===== src/rtl/multiword_add_sequencer.sv =====
// multiword_add_sequencer
// Sequential front/back-end for an external N_BIT combinational adder.
// One wide addition of N_WORDS*N_BIT bits is performed as N_WORDS passes
// through the adder, least-significant word first. Each pass's carry_out
// is chained into the next pass's carry_in. The sum words, final carry and
// top-word signed overflow are collected into registered outputs.
//
// Optional feature: define MULTIWORD_SUB_EN to add a 'sub' input. When
// sub=1 at start, B is latched inverted and the word-0 carry is forced to 1,
// so result = A - B. In that mode, carry_out=1 means no borrow occurred.

module multiword_add_sequencer #(
    parameter int N_BIT   = 32,
    parameter int N_WORDS = 4
) (
    input  logic                       clk,
    input  logic                       rst,
    input  logic                       start,
`ifdef MULTIWORD_SUB_EN
    input  logic                       sub,
`endif
    input  logic [N_BIT*N_WORDS-1:0]   operand_a,
    input  logic [N_BIT*N_WORDS-1:0]   operand_b,
    input  logic                       carry_in,
    output logic [N_BIT-1:0]           add_operand_1,
    output logic [N_BIT-1:0]           add_operand_2,
    output logic                       add_carry_in,
    input  logic [N_BIT-1:0]           add_sum,
    input  logic                       add_carry_out,
    input  logic                       add_overflow,
    output logic [N_BIT*N_WORDS-1:0]   result,
    output logic                       carry_out,
    output logic                       overflow,
    output logic                       busy,
    output logic                       done
);

    // Index width: clog2(N_WORDS), never narrower than one bit.
    localparam int IW = (N_WORDS > 1) ? $clog2(N_WORDS) : 1;
    localparam logic [IW-1:0] LAST_IDX = IW'(N_WORDS - 1);

    localparam logic [1:0] S_IDLE = 2'd0;
    localparam logic [1:0] S_RUN  = 2'd1;
    localparam logic [1:0] S_DONE = 2'd2;

    logic [1:0]                 state;
    logic [IW-1:0]              word_idx;
    logic                       carry_q;
    logic                       cin_q;
    logic [N_BIT*N_WORDS-1:0]   op_a_q;
    logic [N_BIT*N_WORDS-1:0]   op_b_q;

    // Values captured at an accepted start; subtraction folds into the
    // latched operands so the RUN datapath is identical for add and sub.
    logic [N_BIT*N_WORDS-1:0]   op_b_next;
    logic                       cin_next;

`ifdef MULTIWORD_SUB_EN
    // Select the B word and word-0 carry to latch for add or subtract.
    always_comb begin
        op_b_next = sub ? ~operand_b : operand_b;
        cin_next  = sub ? 1'b1 : carry_in;
    end
`else
    // Add-only build: latch B and carry_in unchanged.
    always_comb begin
        op_b_next = operand_b;
        cin_next  = carry_in;
    end
`endif

    // Status outputs decode directly from the state register.
    always_comb begin
        busy = (state == S_RUN) || (state == S_DONE);
        done = (state == S_DONE);
    end

    // Drive the external adder with the current word; idle outputs are zero.
    always_comb begin
        add_operand_1 = '0;
        add_operand_2 = '0;
        add_carry_in  = 1'b0;
        if (state == S_RUN) begin
            for (int unsigned w = 0; w < N_WORDS; w++) begin
                if (word_idx == IW'(w)) begin
                    add_operand_1 = op_a_q[w*N_BIT +: N_BIT];
                    add_operand_2 = op_b_q[w*N_BIT +: N_BIT];
                end
            end
            add_carry_in = (word_idx == '0) ? cin_q : carry_q;
        end
    end

    // Sequencer state, operand latches, carry chain and result collection.
    always_ff @(posedge clk) begin
        if (rst) begin
            state     <= S_IDLE;
            word_idx  <= '0;
            carry_q   <= 1'b0;
            cin_q     <= 1'b0;
            op_a_q    <= '0;
            op_b_q    <= '0;
            result    <= '0;
            carry_out <= 1'b0;
            overflow  <= 1'b0;
        end else begin
            case (state)
                S_IDLE: begin
                    if (start) begin
                        op_a_q    <= operand_a;
                        op_b_q    <= op_b_next;
                        cin_q     <= cin_next;
                        word_idx  <= '0;
                        carry_q   <= 1'b0;
                        result    <= '0;
                        carry_out <= 1'b0;
                        overflow  <= 1'b0;
                        state     <= S_RUN;
                    end
                end
                S_RUN: begin
                    for (int unsigned w = 0; w < N_WORDS; w++) begin
                        if (word_idx == IW'(w)) begin
                            result[w*N_BIT +: N_BIT] <= add_sum;
                        end
                    end
                    carry_q <= add_carry_out;
                    if (word_idx == LAST_IDX) begin
                        // Only the top word's overflow is meaningful.
                        carry_out <= add_carry_out;
                        overflow  <= add_overflow;
                        state     <= S_DONE;
                    end else begin
                        word_idx <= word_idx + 1'b1;
                    end
                end
                S_DONE: begin
                    state <= S_IDLE;
                end
                default: begin
                    state <= S_IDLE;
                end
            endcase
        end
    end

endmodule


===== config.mk =====
export PLATFORM = sky130hd
export DESIGN_NAME = multiword_add_sequencer
export DESIGN_NICKNAME = d
export VERILOG_FILES = /design/src/rtl/multiword_add_sequencer.sv
export SDC_FILE = /design/constraint.sdc
export NUM_CORES = 1
export LEC_CHECK = 0
export CAP_MARGIN = 0
export CELL_PAD_IN_SITES_DETAIL_PLACEMENT = 0
export CELL_PAD_IN_SITES_GLOBAL_PLACEMENT = 1
export CORE_ASPECT_RATIO = 2
export CORE_MARGIN = 3
export CORE_UTILIZATION = 36
export DETAILED_ROUTE_END_ITERATION = 16
export PLACE_DENSITY = 0.9
export SLEW_MARGIN = 25
export SYNTH_ARGS = -nofsm -noshare
export SYNTH_HDL_FRONTEND = slang
export SYNTH_SLANG_ARGS = --single-unit

===== constraint.sdc =====
create_clock -name clk -period 4.55 [get_ports clk]
set_input_delay 0.91 -clock clk [delete_from_list [all_inputs] [get_ports clk]]
set_output_delay 0.91 -clock clk [all_outputs]
set_load 0.02 [all_outputs]

==> metrics <==
antenna violations before repair=9; Synth Cell Area=around 17000 sq um; cell taking the most area after synthesis=dfxtp_1; max_slew headroom=0.349; CP max stage cell=ha_4; Post-Synth XOR/XNOR Area=0; Initial DRC Count=1023; gr ovfl total=0; Worst Hold Class=register to register; CP bufs+invs=3; final setup TNS=0 ps; Worst Tran Pin Value=976 ps; Critical Path Source Type=register; P_int=6.27 mW; ranking of synthesized cells by area=dfxtp_1, nand2_1, a21oi_1; Post-synth EDFFs=0; Switching Share=0.290; # Max-Cap Violations=0; WP data required=3640 ps; hold slack=450 ps; initial core utilization=0.366; crit-path leading delay family=buffers and inverters; Syn. warnings=0; clock root buffer=clkbuf_16; vias per inst=5.13; Top FF cell, synth=dfxtp_1; antenna violation net count after detailed routing=0; number of hold buffers added after cts=0; Simple-Gate Fraction of Synth Area=0.221; CTS max path bufs=3; fin crit period=4210 ps; Synth top area share=0.467; ys async rst share=0; Die H=between 300 and 400 microns; via count=15700; Nets=2716; clock skew=17.9 ps; Routed WL=61900 microns; Synthesized Nets=2339; DRC Markers=0; die width=about 160 microns; IO Count=491; die area=just under 50000 sq um; Crit Path Max Fanout=61; Sink Count=392; CTS tree=built; VDD IR-drop max=0.000259 V; Synth Area in Adders=0.00670; post-synthesis compound-gate area fraction=0.181; Yosys reg bits=roughly 400; final setup violation count=0; fin. max-slew vios=0; Num CTS Buffers=38; Post-Syn Instances=~2000; Avg WL per Cell=approximately 20 microns; CTS clk-pin slew, worst paths=60 ps; Mapped Avg Cell Area=8.26 sq um; status=finished, final reports clean; RSZ-0062 raised after global routing=no; vias in the first global route=15600; period utilization=0.926; CP endpoint kind=primary output; clock group share of total power=0.374; Buffers on Ports=490; Final Total Pwr=8.83 mW; FP Rows=111; crit-path cells=inv_1 > ha_4 > buf_4 > a21oi_1 > o21ai_0 > a32o_1 > clkdlybuf4s50_1; P_sw=2.56 mW; largest family of logic cells by synthesized area=simple AND/OR/NAND/NOR gates; ratio of cells with drive above 1 in the final layout=0.0434; cts repair resizes=0; sequential share of power=0.430; count of cell types in the netlist=36; placer congestion estimate=0.866; Static Leak=approximately 8.4 nW; gr usage total=0.238; first-pass GRT wire length=93800 microns; crit path kind=register to primary output; fmax=roughly 0.24 GHz; post-CTS setup buffer count=0; dpl hpwl=44100 microns; Skew-Pair Late Insertion Delay=between 500 and 600 ps; drt pass-1 iters=5; core area=roughly 46000 sq um; worst path arrival time=about 3300 ps; area delta synth->final=37.4%; share of the yosys chip area belonging to registers=0.467; largest net degree at the start of global routing=132; final hold viol count=0; max incr delay on CP=~700 ps; H-tree levels=2; Logic pwr share=0.196; multiplexer share of the synthesized area=0.0595; Power Density=between 300 and 400 nW/um^2
-- per-layer routing --
| layer | global-route usage | wire length [microns] | share of wire | vias to the layer above |
|---|---|---|---|---|
| li1 | - | - | - | 7574 |
| met1 | 0.251 | 22400 | 0.36 | 7456 |
| met2 | 0.452 | 32800 | 0.53 | 584 |
| met3 | 0.0422 | 3610 | 0.058 | 127 |
| met4 | 0.112 | 3090 | 0.050 | 6 |
| met5 | 0 | 38 | 0.00061 | - |
-- cell families (layout without fill, tap and decap cells) --
| logic type | Yosys count | after routing |
|---|---|---|
| fa+ha+maj | 9 | 9 |
| simple gates | 820 | 820 |
| mux | 99 | 99 |
| buf+inv | 184 | 589 |
| compound gates | 532 | 532 |
| other cells | 0 | 6 |
| flops | 392 | 392 |
-- per-stage QoR --
| step | instances | utilization | area [sq um] | worst slack [ps] |
|---|---|---|---|---|
| 2_1_floorplan | 2036 | - | 16800 | 2050 |
| 3_3_place_gp | 2993 | 0.474 | 21800 | 894 |
| 3_5_place_dp | 2994 | 0.474 | 21800 | 892 |
| 4_1_cts | 3062 | 0.502 | 23100 | 290 |
| 5_1_grt | 3066 | 0.502 | 23100 | 148 |
| 6_report | 3068 | 0.502 | 23100 | 336 |
-- cells in the mapped netlist (4+ instances only) --
library cell  instances
buf_1                11
buf_12                9
clkbuf_2              4
dfxtp_1             392
nand2b_1            161
a21oi_1             326
buf_2                47
o21ai_0             114
clkbuf_1             73
nor2b_1              34
inv_1                 4
mux2i_1              97
a32o_1               64
nand3_1               4
nand2_1             578
nand3b_1             33
buf_6                17
ha_1                  9
buf_4                18
o21ai_1              17
-- sequential cells by signal, summed over array words and instances (netlist names) --
signal and flops:
result 128, carry_out 1, op_b_q 128, word_idx 2
cin_q 1, carry_q 1, op_a_q 128, state 2
overflow 1
-- final timing paths --
| kind | startpoint | endpoint | slack, ps | cells past startpoint |
|---|---|---|---|---|
| max | word_idx[0] | add_operand_2[12] | 340 | 7 |
| min | op_a_q[83] | op_a_q[83] | 450 | 2 |
| max reg2reg | state[1] | result[20] | 1710 | 7 |
| min reg2reg | op_a_q[83] | op_a_q[83] | 450 | 2 |
-- tightest hold or removal path, cell delays in order, from the launching register on --
cell and delay [ps]:
dfxtp_1 300, nand2_1 50, a21oi_1 50
-- power by group through the flow --
stage / clock (mW) / combinational (mW) / sequential [mW]
after floorplan: 0 / 1.01 / 3.90
after global placement: 0 / 1.72 / 3.86
after detailed placement: 0 / 1.74 / 3.87
after CTS: 3.37 / 1.75 / 3.79
after global routing: 3.50 / 1.87 / 3.82
final: 3.30 / 1.73 / 3.80
-- layout by cell type, fill, tap and decap left out, types with 2 or more instances in the layout --
master           Yosys  final
nor2b_1             34     34
clkdlybuf4s50_1      0    489
o21ai_0            114    114
a32o_1              64     64
clkinv_2             0      8
a22oi_1              2      2
nand2b_1           161    161
o21ai_4              3      3
buf_12               9      8
a21oi_1            326    326
nand3b_1            33     33
clkbuf_16            0     39
diode_2              0      6
clkbuf_1            73      4
inv_1                4      4
ha_4                 0      3
nand3_1              4      4
clkbuf_8             0      6
o221ai_1             2      2
clkinv_4             0      2
ha_1                 9      6
dfxtp_1            392    392
buf_4               18     17
o21ai_1             17     17
nand2_1            578    578
clkinvlp_4           0      2
nor2_1               3      3
inv_6                0      3
bufinv_16            0      3
mux2i_1             97     97
and2_4               0      2
-- cell type report --
type	instances	area, sq um
clock buffers	49	1070
well taps	621	777
repair buffers	516	5230
flip-flops and latches	392	7850
diodes	6	15.0
clock inverters	19	209
inverters	5	18.8
fillers	4410	22900
multi-input cells	1460	7930
Power figures use the tool's default switching activity.
